**src/rtl/mem_rdata_ctrl.sv**
```systemverilog
// MEM-stage load response controller: tracks outstanding data requests,
// discards stale responses after a flush, and buffers load data while WB stalls.
module mem_rdata_ctrl #(
   parameter int DATA_W    = 32,
   parameter int MAX_OUTST = 2
) (
   input  logic              clk,
   input  logic              rst_n,
   input  logic              line1_valid_i,
   input  logic              line2_valid_i,
   input  logic              load_wait_i,
   input  logic              req_accept_i,
   input  logic              data_ok_i,
   input  logic [DATA_W-1:0] rdata_i,
   input  logic              excep_flush_i,
   input  logic              next_allowin_i,
   output logic              now_allowin_o,
   output logic              line1_to_next_valid_o,
   output logic              line2_to_next_valid_o,
   output logic [DATA_W-1:0] load_rdata_o,
   output logic [1:0]        outst_o,
   output logic [1:0]        discard_o
);

   typedef enum logic [1:0] {
      IDLE = 2'd0,
      WAIT = 2'd1,
      BUF  = 2'd2
   } state_t;

   localparam logic [1:0] OUTST_MAX = 2'(MAX_OUTST);

   state_t            state;
   state_t            state_nxt;
   logic [1:0]        outst;
   logic [1:0]        outst_nxt;
   logic [1:0]        discard;
   logic [1:0]        discard_nxt;
   logic [DATA_W-1:0] buffer;
   logic              group_valid;
   logic              live_ok;
   logic              stale_ok;
   logic              accept_ok;
   logic              ready;
   logic              load_buf;

   assign group_valid = line1_valid_i | line2_valid_i;
   assign live_ok     = data_ok_i & (discard == 2'd0);
   assign stale_ok    = data_ok_i & (discard != 2'd0);
   // A live response only belongs to the MEM group when that group is waiting on a load.
   assign accept_ok   = live_ok & group_valid & load_wait_i;

   always_comb begin
      outst_nxt = outst;
      if (req_accept_i && !data_ok_i && outst != OUTST_MAX)
         outst_nxt = outst + 2'd1;
      else if (data_ok_i && !req_accept_i && outst != 2'd0)
         outst_nxt = outst - 2'd1;

      discard_nxt = discard;
      if (stale_ok)
         discard_nxt = discard - 2'd1;
      // Everything still in flight after this cycle belongs to flushed instructions.
      if (excep_flush_i)
         discard_nxt = outst_nxt;
   end

   always_comb begin
      state_nxt = state;
      case (state)
         IDLE: begin
            if (accept_ok)
               state_nxt = next_allowin_i ? IDLE : BUF;
            else if (group_valid && load_wait_i && !live_ok)
               state_nxt = WAIT;
         end
         WAIT: begin
            if (accept_ok)
               state_nxt = next_allowin_i ? IDLE : BUF;
         end
         BUF: begin
            if (next_allowin_i)
               state_nxt = IDLE;
         end
         default: state_nxt = IDLE;
      endcase
      if (excep_flush_i)
         state_nxt = IDLE;
   end

   assign load_buf = (state_nxt == BUF) && (state != BUF);

   always_ff @(posedge clk or negedge rst_n) begin
      if (!rst_n) begin
         state   <= IDLE;
         outst   <= 2'd0;
         discard <= 2'd0;
         buffer  <= '0;
      end else begin
         state   <= state_nxt;
         outst   <= outst_nxt;
         discard <= discard_nxt;
         if (load_buf)
            buffer <= rdata_i;
      end
   end

   assign ready                 = !load_wait_i | live_ok | (state == BUF);
   assign load_rdata_o          = (state == BUF) ? buffer : rdata_i;
   assign line1_to_next_valid_o = line1_valid_i & ready & !excep_flush_i;
   assign line2_to_next_valid_o = line2_valid_i & ready & !excep_flush_i;
   assign now_allowin_o         = !group_valid | (ready & next_allowin_i);
   assign outst_o               = outst;
   assign discard_o             = discard;

endmodule

```
**config.mk**
```make
export PLATFORM = sky130hd
export DESIGN_NAME = mem_rdata_ctrl
export DESIGN_NICKNAME = d
export VERILOG_FILES = /design/src/rtl/mem_rdata_ctrl.sv
export SDC_FILE = /design/constraint.sdc
export NUM_CORES = 1
export LEC_CHECK = 0
export ABC_AREA = 1
export BUFFER_PORTS_ARGS = -buffer_cell sky130_fd_sc_hd__buf_2
export CAP_MARGIN = 20
export CORE_ASPECT_RATIO = 1.4
export CORE_UTILIZATION = 45
export DETAILED_ROUTE_END_ITERATION = 7
export HOLD_SLACK_MARGIN = 0.06
export PLACE_DENSITY = 0.74
export SETUP_SLACK_MARGIN = 0.15
export SYNTH_ARGS = -nofsm -noshare
export SYNTH_HDL_FRONTEND = slang
export SYNTH_SLANG_ARGS = --single-unit
```
**constraint.sdc**
```tcl
create_clock -name clk -period 2.48 [get_ports clk]
set_input_delay 0.372 -clock clk [delete_from_list [all_inputs] [get_ports clk]]
set_output_delay 0.372 -clock clk [all_outputs]
set_load 0.01 [all_outputs]
```
# Word level (Yosys, flattened, before mapping)
# Cells that the tools add are included.
[word_totals] mem_bits_ro=0 mem_bits_rw=0 mem_count=0 latch_bits=0 inputBits=41 out_inout_bits=39 regBits=38 wordCells=55
[op_classes] mul=0 n_reduce_logical=18 muxes=12 shifts=0 bitwise_logic=13 n_eq_ne=5 div=0 addsub=3 order_cmp=0
[ops] cell="32-bit two-way mux" n=1
[ops] cell="2-bit two-way mux" n=10
[ops] cell="1-bit bitwise AND" n=9
[ops] cell="1-bit logical AND" n=7
[ops] cell="1-bit logical NOT" n=6
[ops] cell="2-bit case mux with 3 select lines" n=1
[ops] cell="2-bit nonzero test" n=3
[ops] cell="2-bit equality test (second input constant)" n=2
[ops] cell="2-bit logical NOT" n=2
[ops] cell="2-bit != test (second input constant)" n=2
[ops] cell="1-bit bitwise OR" n=4
[ops] cell="2-bit by 1-bit subtractor with 2-bit output (second input constant)" n=2
[ops] cell="2-bit by 1-bit adder with 2-bit output (second input constant)" n=1
[ops] cell="2-bit by 1-bit equality test with 1-bit output (second input constant)" n=1

# Longest topological paths before layout
# Gate-level depths: netlist of the first run.
[logic_depth] word_depth=10 mapped_depth=10 mapped_depth_nobuf=9

# Worst setup path before layout of the first run
# No wires, ideal clock.
[synth_timing] kind="flip-flop to output port" startpoint="register discard[0], in the netlist discard_o[0]" endpoint="output line1_to_next_valid_o" t_required_ns=2.108 arrival_ns=1.247 stages_incl_launch_ff=8 slack_ns=0.861 n_path_buf=0 path_cell_list="dfrtp_1 > inv_1 > ha_1 > nand2_1 > inv_2 > nor3_1 > or2_2 > nor2_1"
[synth_via] elab_chain_cells=6
[synth_lines] element="from (decl)" line_no="37" rtl="logic [1:0] discard;"
[synth_lines] element="from (signal assigned)" line_no="102" rtl="discard <= discard_nxt;"
[synth_lines] element="2-bit logical NOT" line_no="48" rtl="assign live_ok = data_ok_i & (discard == 2'd0);"
[synth_lines] element="1-bit bitwise AND" line_no="48"
[synth_lines] element="1-bit bitwise OR (2 in a row)" line_no="108" rtl="assign ready = !load_wait_i | live_ok | (state == BUF);"
[synth_lines] element="1-bit bitwise AND (2 in a row)" line_no="110" rtl="assign line1_to_next_valid_o = line1_valid_i & ready & !excep_flush_i;"
[synth_lines] element="to (decl)" line_no="18" rtl="output logic line1_to_next_valid_o,"
# Every way passes these cells.

# Final worst setup path of the first run
[layout_timing] startpoint="register state[0]" endpoint="output line1_to_next_valid_o"
[layout_via] elab_chain_cells=4
[layout_lines] element="from (decl)" line_no="33" rtl="state_t state;"
[layout_lines] element="from (signal assigned)" line_no="100" rtl="state <= state_nxt;"
[layout_lines] element="2-bit equality test" line_no="108"
[layout_lines] element="1-bit bitwise OR" line_no="108"
[layout_lines] element="1-bit bitwise AND (2 in a row)" line_no="110"
# Every way passes these cells.

==> reports/qor.txt, run 1 <==
CTS resizes - 0
Worst Path Required - 2110 ps
Most frequent cells after synthesis - nand2_1 (173), dfrtp_1 (38), nand4_1 (33), inv_1 (13), buf_2 (9)
RSZ-0062 raised after global routing - false
Core Area - 4610 µm²
Clk_skew - 4.85 ps
H-Tree Depth - 2
Syn Std Cell Area - 2180 µm²
Worst path depth - 6
Most frequent cell after synthesis - nand2_1
Synth Net Count - 352
Synth-to-layout area growth - 21.7%
DRC - 0
Clk root buf - clkbuf_8
Max Root-Sink Buffers - 2
Synth Warn # - 0
Worst setup EP type - primary output
Worst min-delay path class - input pin to async pin
Share of cells above drive strength 1 - 26.5%
Minimum clock period - 2050 ps
Slew of the pin with the lowest slew margin - 847 ps
Post-synth top flop - dfrtp_1
FF+latch count, synth - 38
I/O pins - 80
Ys async rst share - 100%
Filler cells - 477
Synth cell types - 24
WP data arrival - 1680 ps
Via Count - 2180
Critical Path Max Stage Delay - 420 ps
Rel. slew slack - 43.5%
Initial drt markers - 75
Global-route usage over all layers - 22.1%
Clock net sink count - 38
Die width - 60.9 µm
Number of nets in the layout - 425
Proportion of synthesized chip area in sequential cells - 43.6%
Design Power - 2.06 mW
Power Dens Cells - 775 nW/µm²
CP top delay family - simple AND/OR/NAND/NOR gates
Top cells by area, synth - dfrtp_1 (44%), nand2_1 (30%), nand4_1 (9.5%)
Initial core utilization - 47.4%
Leak - 1.59 nW
Peak VDD IR - 0.470 mV
CTS tree - yes
Number of core rows - 29
Die H - 84.4 µm
Latest clock arrival within the worst-skew pair - 290 ps
CP bufs+invs - 2
Crit Path Max Fanout - 16
Detailed Place HPWL - 3610 µm
Postcts setup bufs - 0
Max Cap Violations - 0
CP startpoint kind - flop
Routability Congestion - 0.821
Routed len/inst - 11.4 µm
Syn_area_per_cell - 7.09 µm²
Vias/cell - 4.92
Clock Pin Slew Worst Setup and Hold Paths - 70 ps
Vias in the first global route - 2032
Port bufs - 79
Crit path cell chain - nor2_4 > buf_4 > nor3_1 > or2_2 > nor2_1 > buf_2
Initial antenna violation count - 0
Post-Route WL - 5060 µm
DR pass1 iterations - 4
Ant diodes - 0
First-pass GRT wire length - 8710 µm
Post-synth EDFFs - 0
GRT Residual Overflow - 0
Yosys top cell area share - 43.6%
Slowest-stage cell, CP - dfrtp_1
CTS buffer count - 5
Setup_tns - 0 ps
Status - complete, no violations
Final Max Slew Viols - 0
Fmax - 0.488 GHz
Worst r2r path cells - 9
Fin crit share - 82.6%
Largest net degree at the start of global routing - 39
Synth area leader - dfrtp_1
DRT antenna net count - 0
CTS Hold Bufs - 0
Final hold viol count - 0
Synth Instances - 308
Setup-failing EPs final - 0
Die area - 5140 µm²
Crit Path Class - flop to primary output
-- state kept, by name (all words and copies together) (netlist names) --
| register | cells |
|---|---|
| state | 2 |
| outst_o | 2 |
| discard_o | 2 |
| buffer | 32 |
-- logic make-up (layout without fill, tap and decap cells) --
kind of cell / count (synthesis) / in the layout / share of synthesized area (%)
adders and majority gates: 3 / 3 / 1.72
buffers and inverters: 36 / 109 / 8.60
xor gates and xnor gates: 1 / 1 / 0.401
AOI/OAI and AO/OA: 3 / 3 / 0.745
DFF: 38 / 38 / 43.6
and+or+nand+nor: 227 / 227 / 45.0
-- per-stage QoR --
stage | cells | hold slack [ps] | worst slack, ps | instance area, µm² | util, %
floorplan | 308 | 76.4 | 861 | 2180 | -
global placement | 436 | 457 | 687 | 2580 | 55.9
detailed placement | 436 | 460 | 628 | 2580 | 55.9
CTS | 443 | 224 | 426 | 2660 | 57.6
global route | 443 | 249 | 319 | 2660 | 57.6
finish | 443 | 192 | 431 | 2660 | 57.6
-- where the power goes --
group	switching [mW]	internal [mW]
registers	0.142	0.875
clock network	0.212	0.189
logic	0.384	0.256
-- layout make-up --
cell class,count,area [µm²],area share (%)
multi-input combinational,234,1040,39.3
sequential,38,951,35.8
timing repair buffer,85,440,16.6
tap,62,77.6,2.92
clock buffer,5,68.8,2.59
inverter,17,63.8,2.40
clock inverter,2,10.0,0.377
-- path summary, 6_finish.rpt --
| path | from | to | slack (ps) |
|---|---|---|---|
| setup / recovery | state[0]$_DFF_PN0_ | line1_to_next_valid_o | 430 |
| hold / removal | rst_n | buffer[10]$_DFFE_PN0P_ | 190 |
| setup reg to reg | discard_o[0]$_DFFE_PN0P_ | buffer[15]$_DFFE_PN0P_ | 640 |
| hold reg to reg | buffer[30]$_DFFE_PN0P_ | buffer[30]$_DFFE_PN0P_ | 470 |
| max in group asynchronous | rst_n | discard_o[1]$_DFFE_PN0P_ | 1760 |
| min in group clk | excep_flush_i | discard_o[1]$_DFFE_PN0P_ | 330 |
-- cells in the final DEF, fill, tap and decap left out --
| cell type | instances |
|---|---|
| or2_2 | 1 |
| nand2_1 | 173 |
| buf_4 | 6 |
| nand2_4 | 1 |
| xor2_1 | 1 |
| inv_2 | 4 |
| clkinv_2 | 2 |
| inv_1 | 13 |
| dfrtp_1 | 38 |
| o22ai_1 | 1 |
| nand3_4 | 1 |
| buf_2 | 79 |
| nand4_1 | 33 |
| a21oi_1 | 1 |
| nand2_2 | 1 |
| nor2_1 | 6 |
| nor3_1 | 1 |
| and2_1 | 1 |
| ha_1 | 3 |
| clkbuf_8 | 5 |
| nand3_1 | 8 |
| nor2_4 | 1 |
| o21ai_0 | 1 |
-- per-layer routing --
layer / wire, µm / vias up / GRT usage (%)
li1: - / 1121 / -
met1: 2180 / 1006 / 27.3
met2: 2640 / 44 / 37.7
met3: 158 / 9 / 4.31
met4: 80 / 0 / 7.44
met5: 0 / - / 0
Power figures use the tool's default switching activity.
==> inputs of run 2 (changes only) <==
- ABC_AREA: 1 -> 0
- CORE_UTILIZATION: 45 -> 44
- PLACE_DENSITY: 0.74 -> 0.76
- clock period: 2.48 -> 1.7 ns (I/O delays scaled with it)
==> run 2 against run 1 <==
Effect of this change:
- sequential power up 36%
- largest power group unchanged
- die area rose by 0.16%
- register-to-register slack got worse by 710 ps
- via count fell by 29%
- combinational power is 100% higher
- the run now ends with negative setup slack left
- area after synthesis decreased by 2.1%
- cell area is 20% higher
- highest routed layer unchanged
==> reports/qor.txt, run 2 <==
First-pass GRT wire length - 7090 µm (was 8710 µm)
Largest register FFs - 32 (unchanged)
Final hold viol count - 0 (unchanged)
Minimum clock period - 1770 ps
Combinational fraction of design power - 35.6% (was 31.1%)
Crit Path Class - flop to flop (was flop to primary output)
Fmax - 0.564 GHz
Initial core utilization - 46.4% (was 47.4%)
Dpl cell area - 2640 µm² (was 2580 µm²)
Power share of the clock group - 25.7% (was 19.5%)
Number of nets in the layout - 288 (was 425)
Internal Power - 2.60 mW (was 1.32 mW)
Syn Std Cell Area - 2140 µm² (was 2180 µm²)
Synth Warn # - 0 (unchanged)
Commonest non-fill, non-tap cells in the layout - buf_2 (51), mux2_4 (46), dfrtp_1 (38) (was nand2_1 (173), buf_2 (79), dfrtp_1 (38))
Max Root-Sink Buffers - 2 (unchanged)
Switching power share of the total - 27.5% (was 35.9%)
Syn_area_per_cell - 14.3 µm² (was 7.09 µm²)
Routed len/inst - 15.4 µm (was 11.4 µm)
Routability Congestion - 0.774 (was 0.821)
RSZ-0062 raised after global routing - true (was false)
Die width - 60.9 µm (about the same)
Initial antenna violation count - 0 (unchanged)
Post-Route WL - 4730 µm (was 5060 µm)
Most common cell after layout, fill and taps aside - buf_2 (was nand2_1)
Die H - 84.5 µm (was 84.4 µm)
Biggest register - buffer (unchanged)
Synth Net Count - 194 (was 352)
DRC - 0 (unchanged)
FF+latch count, synth - 38 (unchanged)
Clk_skew - 8.82 ps (was 4.85 ps)
CP startpoint kind - flop (unchanged)
Crit path cell chain - inv_2 > ha_4 > nand3_4 > or4_4 > buf_12 > mux2_4 (was nor2_4 > buf_4 > nor3_1 > or2_2 > nor2_1 > buf_2)
Clk root buf - clkbuf_8 (unchanged)
Via Count - 1546 (was 2180)
Clock Pin Slew Worst Setup and Hold Paths - 80 ps (was 70 ps)
Power Dens Cells - 1130 nW/µm² (was 775 nW/µm²)
Final WS setup - -71.9 ps (was 431 ps)
CTS tree - yes (unchanged)
Setup-failing EPs final - 58 (was 0)
Fin crit share - 104%
Synth cell types - 27 (was 24)
Sequential cell fraction of total power - 38.7% (was 49.4%)
Status - finished, violations left (was complete, no violations)
Worst setup EP type - flop (was primary output)
Slew of the pin with the lowest slew margin - 464 ps (was 847 ps)
I/O pins - 80 (unchanged)
Crit Path Max Fanout - 17 (was 16)
Vias/cell - 5.04 (was 4.92)
Slowest-stage cell, CP - or4_4 (was dfrtp_1)
Most frequent cells after synthesis - dfrtp_1 (38), mux2_2 (35), mux2_4 (30), inv_1 (4), nand2_1 (4) (was nand2_1 (173), dfrtp_1 (38), nand4_1 (33), inv_1 (13), buf_2 (9))
Post-synth EDFFs - 0 (unchanged)
WP data arrival - 1940 ps (was 1680 ps)
Detailed Place HPWL - 3010 µm (was 3610 µm)
Global-route usage over all layers - 18.7% (was 22.1%)
Failing checks - negative setup slack
Latest clock arrival within the worst-skew pair - 290 ps (about the same)
Number of core rows - 29 (unchanged)
Leak - 1.70 nW (was 1.59 nW)
Ant diodes - 0 (unchanged)
Initial drt markers - 26 (was 75)
Yosys top cell area share - 44.5% (was 43.6%)
Peak VDD IR - 0.776 mV (was 0.470 mV)
Synth Instances - 150 (was 308)
Final Max Slew Viols - 0 (unchanged)
Post-synth top flop - dfrtp_1 (unchanged)
Placed cell count - 292 (was 436)
H-Tree Depth - 2 (unchanged)
Max Cap Violations - 0 (unchanged)
Largest net degree at the start of global routing - 39 (unchanged)
Worst Path Required - 1870 ps (was 2110 ps)
Top cells by area, synth - dfrtp_1 (44%), mux2_4 (21%), mux2_2 (18%) (was dfrtp_1 (44%), nand2_1 (30%), nand4_1 (9.5%))
Most frequent cell after synthesis - dfrtp_1 (was nand2_1)
Synth-to-layout area growth - 48.6% (was 21.7%)
Die area - 5150 µm² (was 5140 µm²)
Vias in the first global route - 1613 (was 2032)
DR pass1 iterations - 3 (was 4)
Worst min-delay path class - input pin to flop (was input pin to async pin)
Port bufs - 79 (unchanged)
Critical Path Max Stage Delay - 480 ps (was 420 ps)
DRT antenna net count - 0 (unchanged)
Core Area - 4610 µm² (unchanged)
Net Sw Power - 0.984 mW (was 0.738 mW)
Clock net sink count - 38 (unchanged)
Rel. slew slack - 69.0% (was 43.5%)
Synth area leader - dfrtp_1 (unchanged)
Proportion of synthesized chip area in sequential cells - 44.5% (was 43.6%)
CTS buffer count - 5 (unchanged)
GRT Residual Overflow - 0 (unchanged)
Share of cells above drive strength 1 - 74.3% (was 26.5%)
Fin cells - 307 (was 443)
Ys async rst share - 100% (unchanged)
Finished layout cell area - 3180 µm² (was 2660 µm²)
## run 2: worst max-delay path, delay by kind of cell (launching register included)
family / cells / cell delay, ps
adder cells (fa/ha/maj): 1 / 150
buffers and inverters: 2 / 260
flip-flops: 1 / 400
multiplexers: 1 / 300
AND/OR/NAND/NOR: 2 / 540
## run 2: path summary, 6_finish.rpt
path,end,slack (ps),depth (start not counted),from
max,buffer[29]$_DFFE_PN0P_,-70,6,discard_o[1]$_DFFE_PN0P_
min,state[1]$_DFF_PN0_,160,2,next_allowin_i
max reg2reg,buffer[29]$_DFFE_PN0P_,-70,6,discard_o[1]$_DFFE_PN0P_
min reg2reg,buffer[4]$_DFFE_PN0P_,510,1,buffer[4]$_DFFE_PN0P_
max in group asynchronous,buffer[27]$_DFFE_PN0P_,820,3,rst_n
min in group asynchronous,buffer[15]$_DFFE_PN0P_,560,3,rst_n
## run 2: repair_timing
item,in CTS,in global routing
endpoints found under the hold margin,38,0
setup buffers,1,2
setup endpoints to repair,68,70
resized for setup,33,32
cloned,2,1
hold buffers,1,0
pin swaps,2,3
## run 2: layer usage
layer  vias up  global-route usage (%)  routed length, µm
li1        722                       -                  -
met1       768                    21.4               1950
met2        51                    32.0               2490
met3         5                    5.86                220
met4         0                    6.40                 62
met5         -                       0                  0
## run 2: cell families (layout without fill, tap and decap cells)
kind of cell    Yosys count  in the layout  synth area share [%]
fa+ha+maj                 3              3                  1.76
xor+xnor                  2              2                 0.819
simple gates             18             18                  4.86
buf+inv                  13            108                  5.09
mux                      66             66                  40.0
compound gates           10             10                  3.04
flops                    38             38                  44.5
## run 2: per-stage QoR
step	utilization [%]	worst slack, ps	setup TNS [ps]	hold WS, ps	total power, mW
after detailed placement	57.2	-73.9	-1770	334	2.43
final	69.0	-71.9	-2220	162	3.58
after floorplan	-	-135	-4060	-40.6	2.08
after global routing	69.0	-106	-5410	150	3.79
after CTS	64.8	-86.7	-3430	151	3.44
after global placement	57.2	-47.7	-1140	333	2.39
## run 2: area by class of cell
| type | instances | area (µm²) |
|---|---|---|
| fill | 349 | 1430 |
| multi-input combinational | 99 | 1210 |
| sequential | 38 | 951 |
| timing repair buffer | 96 | 783 |
| tap | 62 | 77.6 |
| clock buffer | 5 | 68.8 |
| clock inverter | 3 | 68.8 |
| inverter | 4 | 15.0 |
## run 2: power by group through the flow
stage,Combinational (mW),Clock [mW],Sequential [mW]
global route,1.38,0.985,1.42
CTS,1.12,0.943,1.38
floorplan,0.709,0,1.37
detailed placement,1.04,0,1.39
finish,1.28,0.919,1.39
global placement,1.01,0,1.38
==> inputs of run 3 (changes only) <==
- CAP_MARGIN: 20 -> 15
- CORE_MARGIN: unset -> 4
==> run 3 against run 2 <==
Effect of this change:
- the run still ends with negative setup slack left
- non-clock buffer count increased by 5
- clock-buffer cell count unchanged
- critical path depth is the same
- critical path type unchanged
- sequential share of layout area decreased by 0.86 points
- flip-flop and latch count stayed put
- hold slack lost 11 ps
==> reports/qor.txt, run 3 (synthesis gave the netlist of run 2 again) <==
Status - finished, violations left (unchanged)
Failing checks - negative setup slack (unchanged)
Clock Pin Slew Worst Setup and Hold Paths - 80 ps (about the same)
Final Max Slew Viols - 0 (unchanged)
Setup-failing EPs final - 66 (was 58)
Net Sw Power - 1.01 mW (was 0.984 mW)
Final WS setup - -103 ps (was -71.9 ps)
Fmax - 0.555 GHz (was 0.564 GHz)
Die width - 66.9 µm (was 60.9 µm)
Reg-to-reg endpoint - buffer[2]$_DFFE_PN0P_ (was buffer[29]$_DFFE_PN0P_)
Number of nets in the layout - 293 (was 288)
H-Tree Depth - 2 (unchanged)
Initial drt markers - 69 (was 26)
Internal Power - 2.32 mW (was 2.60 mW)
Power share of the clock group - 18.8% (was 25.7%)
Vias/cell - 5.15 (was 5.04)
Detailed Place HPWL - 3260 µm (was 3010 µm)
Minimum clock period - 1800 ps (was 1770 ps)
Max Root-Sink Buffers - 2 (unchanged)
CTS buffer count - 5 (unchanged)
Share of cells above drive strength 1 - 74.4% (was 74.3%)
Sequential cell fraction of total power - 42.2% (was 38.7%)
Core Area - 4610 µm² (unchanged)
Initial antenna violation count - 0 (unchanged)
Crit Path Class - flop to flop (unchanged)
First-pass GRT wire length - 8630 µm (was 7090 µm)
Max Cap Violations - 0 (unchanged)
Vias in the first global route - 1785 (was 1613)
Peak VDD IR - 0.816 mV (was 0.776 mV)
Largest net degree at the start of global routing - 39 (unchanged)
Worst Path Required - 1880 ps (was 1870 ps)
Combinational fraction of design power - 39.0% (was 35.6%)
Latest clock arrival within the worst-skew pair - 290 ps (about the same)
Post-Route WL - 5700 µm (was 4730 µm)
GRT Residual Overflow - 0 (unchanged)
Switching power share of the total - 30.4% (was 27.5%)
Final hold slack - 151 ps (was 162 ps)
Fin crit share - 106% (was 104%)
DR pass1 iterations - 4 (was 3)
Final hold viol count - 0 (unchanged)
Routability Congestion - 0.759 (was 0.774)
Number of core rows - 29 (unchanged)
R2R Path Start - discard_o[1]$_DFFE_PN0P_ (unchanged)
Slew of the pin with the lowest slew margin - 494 ps (was 464 ps)
Global-route usage over all layers - 18.6% (was 18.7%)
CTS tree - yes (unchanged)
Crit Path Max Fanout - 5 (was 17)
Initial core utilization - 46.4% (unchanged)
Largest register FFs - 32 (unchanged)
Hold Startpoint - next_allowin_i (unchanged)
CP startpoint kind - flop (unchanged)
Clock net sink count - 38 (unchanged)
Biggest register - buffer (unchanged)
R2r setup slk - -100 ps (was -70 ps)
Rel. slew slack - 67.1% (was 69.0%)
DRT antenna net count - 0 (unchanged)
DRC - 0 (unchanged)
RSZ-0062 raised after global routing - true (unchanged)
Die H - 90.5 µm (was 84.5 µm)
Commonest non-fill, non-tap cells in the layout - mux2_4 (62), buf_2 (46), dfrtp_1 (36), buf_6 (36), buf_4 (11) (was buf_2 (51), mux2_4 (46), dfrtp_1 (38))
Setup WS pre-CTS - -85.3 ps (was -73.9 ps)
Port bufs - 79 (unchanged)
WHS Endpoint - state[1]$_DFF_PN0_ (unchanged)
Worst min-delay path class - input pin to flop (unchanged)
Clk_skew - 7.79 ps (was 8.82 ps)
Power Dens Cells - 1020 nW/µm² (was 1130 nW/µm²)
WP data arrival - 1980 ps (was 1940 ps)
I/O pins - 80 (unchanged)
Via Count - 1608 (was 1546)
Clk root buf - clkbuf_8 (unchanged)
Worst r2r path cells - 6 (unchanged)
Worst setup EP type - flop (unchanged)
Die area - 6050 µm² (was 5150 µm²)
Synth-to-layout area growth - 53.4% (was 48.6%)
Routed len/inst - 18.3 µm (was 15.4 µm)
Ant diodes - 0 (unchanged)
Leak - 1.81 nW (was 1.70 nW)
Hold Path Stages - 2 (unchanged)
Most common cell after layout, fill and taps aside - mux2_4 (was buf_2)
[run 3: cell types whose count changed in the layout (fill, tap and decap cells not counted), sizes merged]
cell / before / now
clkinvlp: 0 / 1
buf: 94 / 97
clkbuf: 6 / 8
clkinv: 1 / 2
bufinv: 2 / 0
[run 3: per-layer routing]
layer	GRT usage, %	up-vias	share of wire [%]
met3	5.11	6	5.1
met1	21.3	817	40
met5	0	-	0
met2	32.6	52	54
li1	-	733	-
met4	5.75	0	1.1
[run 3: how the worst max path moves through the flow]
stage                              from                      to  slack [ps]  cells after the start
2_1_floorplan  discard_o[0]$_DFFE_PN0P_  buffer[10]$_DFFE_PN0P_        -140                      7
3_3_place_gp   discard_o[0]$_DFFE_PN0P_  buffer[14]$_DFFE_PN0P_         -40                      6
3_5_place_dp   discard_o[1]$_DFFE_PN0P_   buffer[5]$_DFFE_PN0P_         -90                      6
4_1_cts        discard_o[1]$_DFFE_PN0P_   buffer[5]$_DFFE_PN0P_        -120                      6
5_1_grt        discard_o[1]$_DFFE_PN0P_  buffer[15]$_DFFE_PN0P_        -170                      6
6_report       discard_o[1]$_DFFE_PN0P_   buffer[2]$_DFFE_PN0P_        -100                      6
[run 3: per-stage QoR]
stage | total power, mW | util (%) | area [µm²] | std cells | setup TNS (ps)
after floorplan | 2.08 | - | 2150 | 150 | -4060
after global placement | 2.39 | 57.1 | 2630 | 292 | -863
after detailed placement | 2.43 | 57.1 | 2630 | 292 | -2100
after CTS | 3.21 | 68.0 | 3130 | 305 | -4460
after global routing | 3.53 | 71.2 | 3280 | 312 | -8640
final | 3.33 | 71.2 | 3280 | 312 | -4880
[run 3: final cells by class]
class / instances / area, µm²
sequential: 38 / 953
fill: 330 / 1330
clock inverter: 3 / 21.3
inverter: 4 / 15.0
tap: 62 / 77.6
timing repair buffer: 101 / 891
clock buffer: 5 / 68.8
multi-input combinational: 99 / 1250
[run 3: repair_timing]
action,CTS,global route
buffers inserted,2,3
endpoints found under the hold margin,38,0
hold buffers,1,0
pin swaps,2,4
gates resized for setup,72,13
endpoints found under the setup margin,67,69
gates cloned,2,4
[run 3: critical path: stages (launching register included)]
cell       delay (ps)
dfrtp_1           400
inv_2              80
ha_4              160
nand3_4            60
or4_4             500
clkbuf_16         200
mux2_4            290
[run 3: power groups by stage]
stage | Clock (mW) | Combinational (mW) | Sequential (mW)
floorplan | 0 | 0.709 | 1.37
global placement | 0 | 1.01 | 1.38
detailed placement | 0 | 1.05 | 1.39
CTS | 0.641 | 1.18 | 1.39
global route | 0.689 | 1.40 | 1.44
finish | 0.626 | 1.30 | 1.41
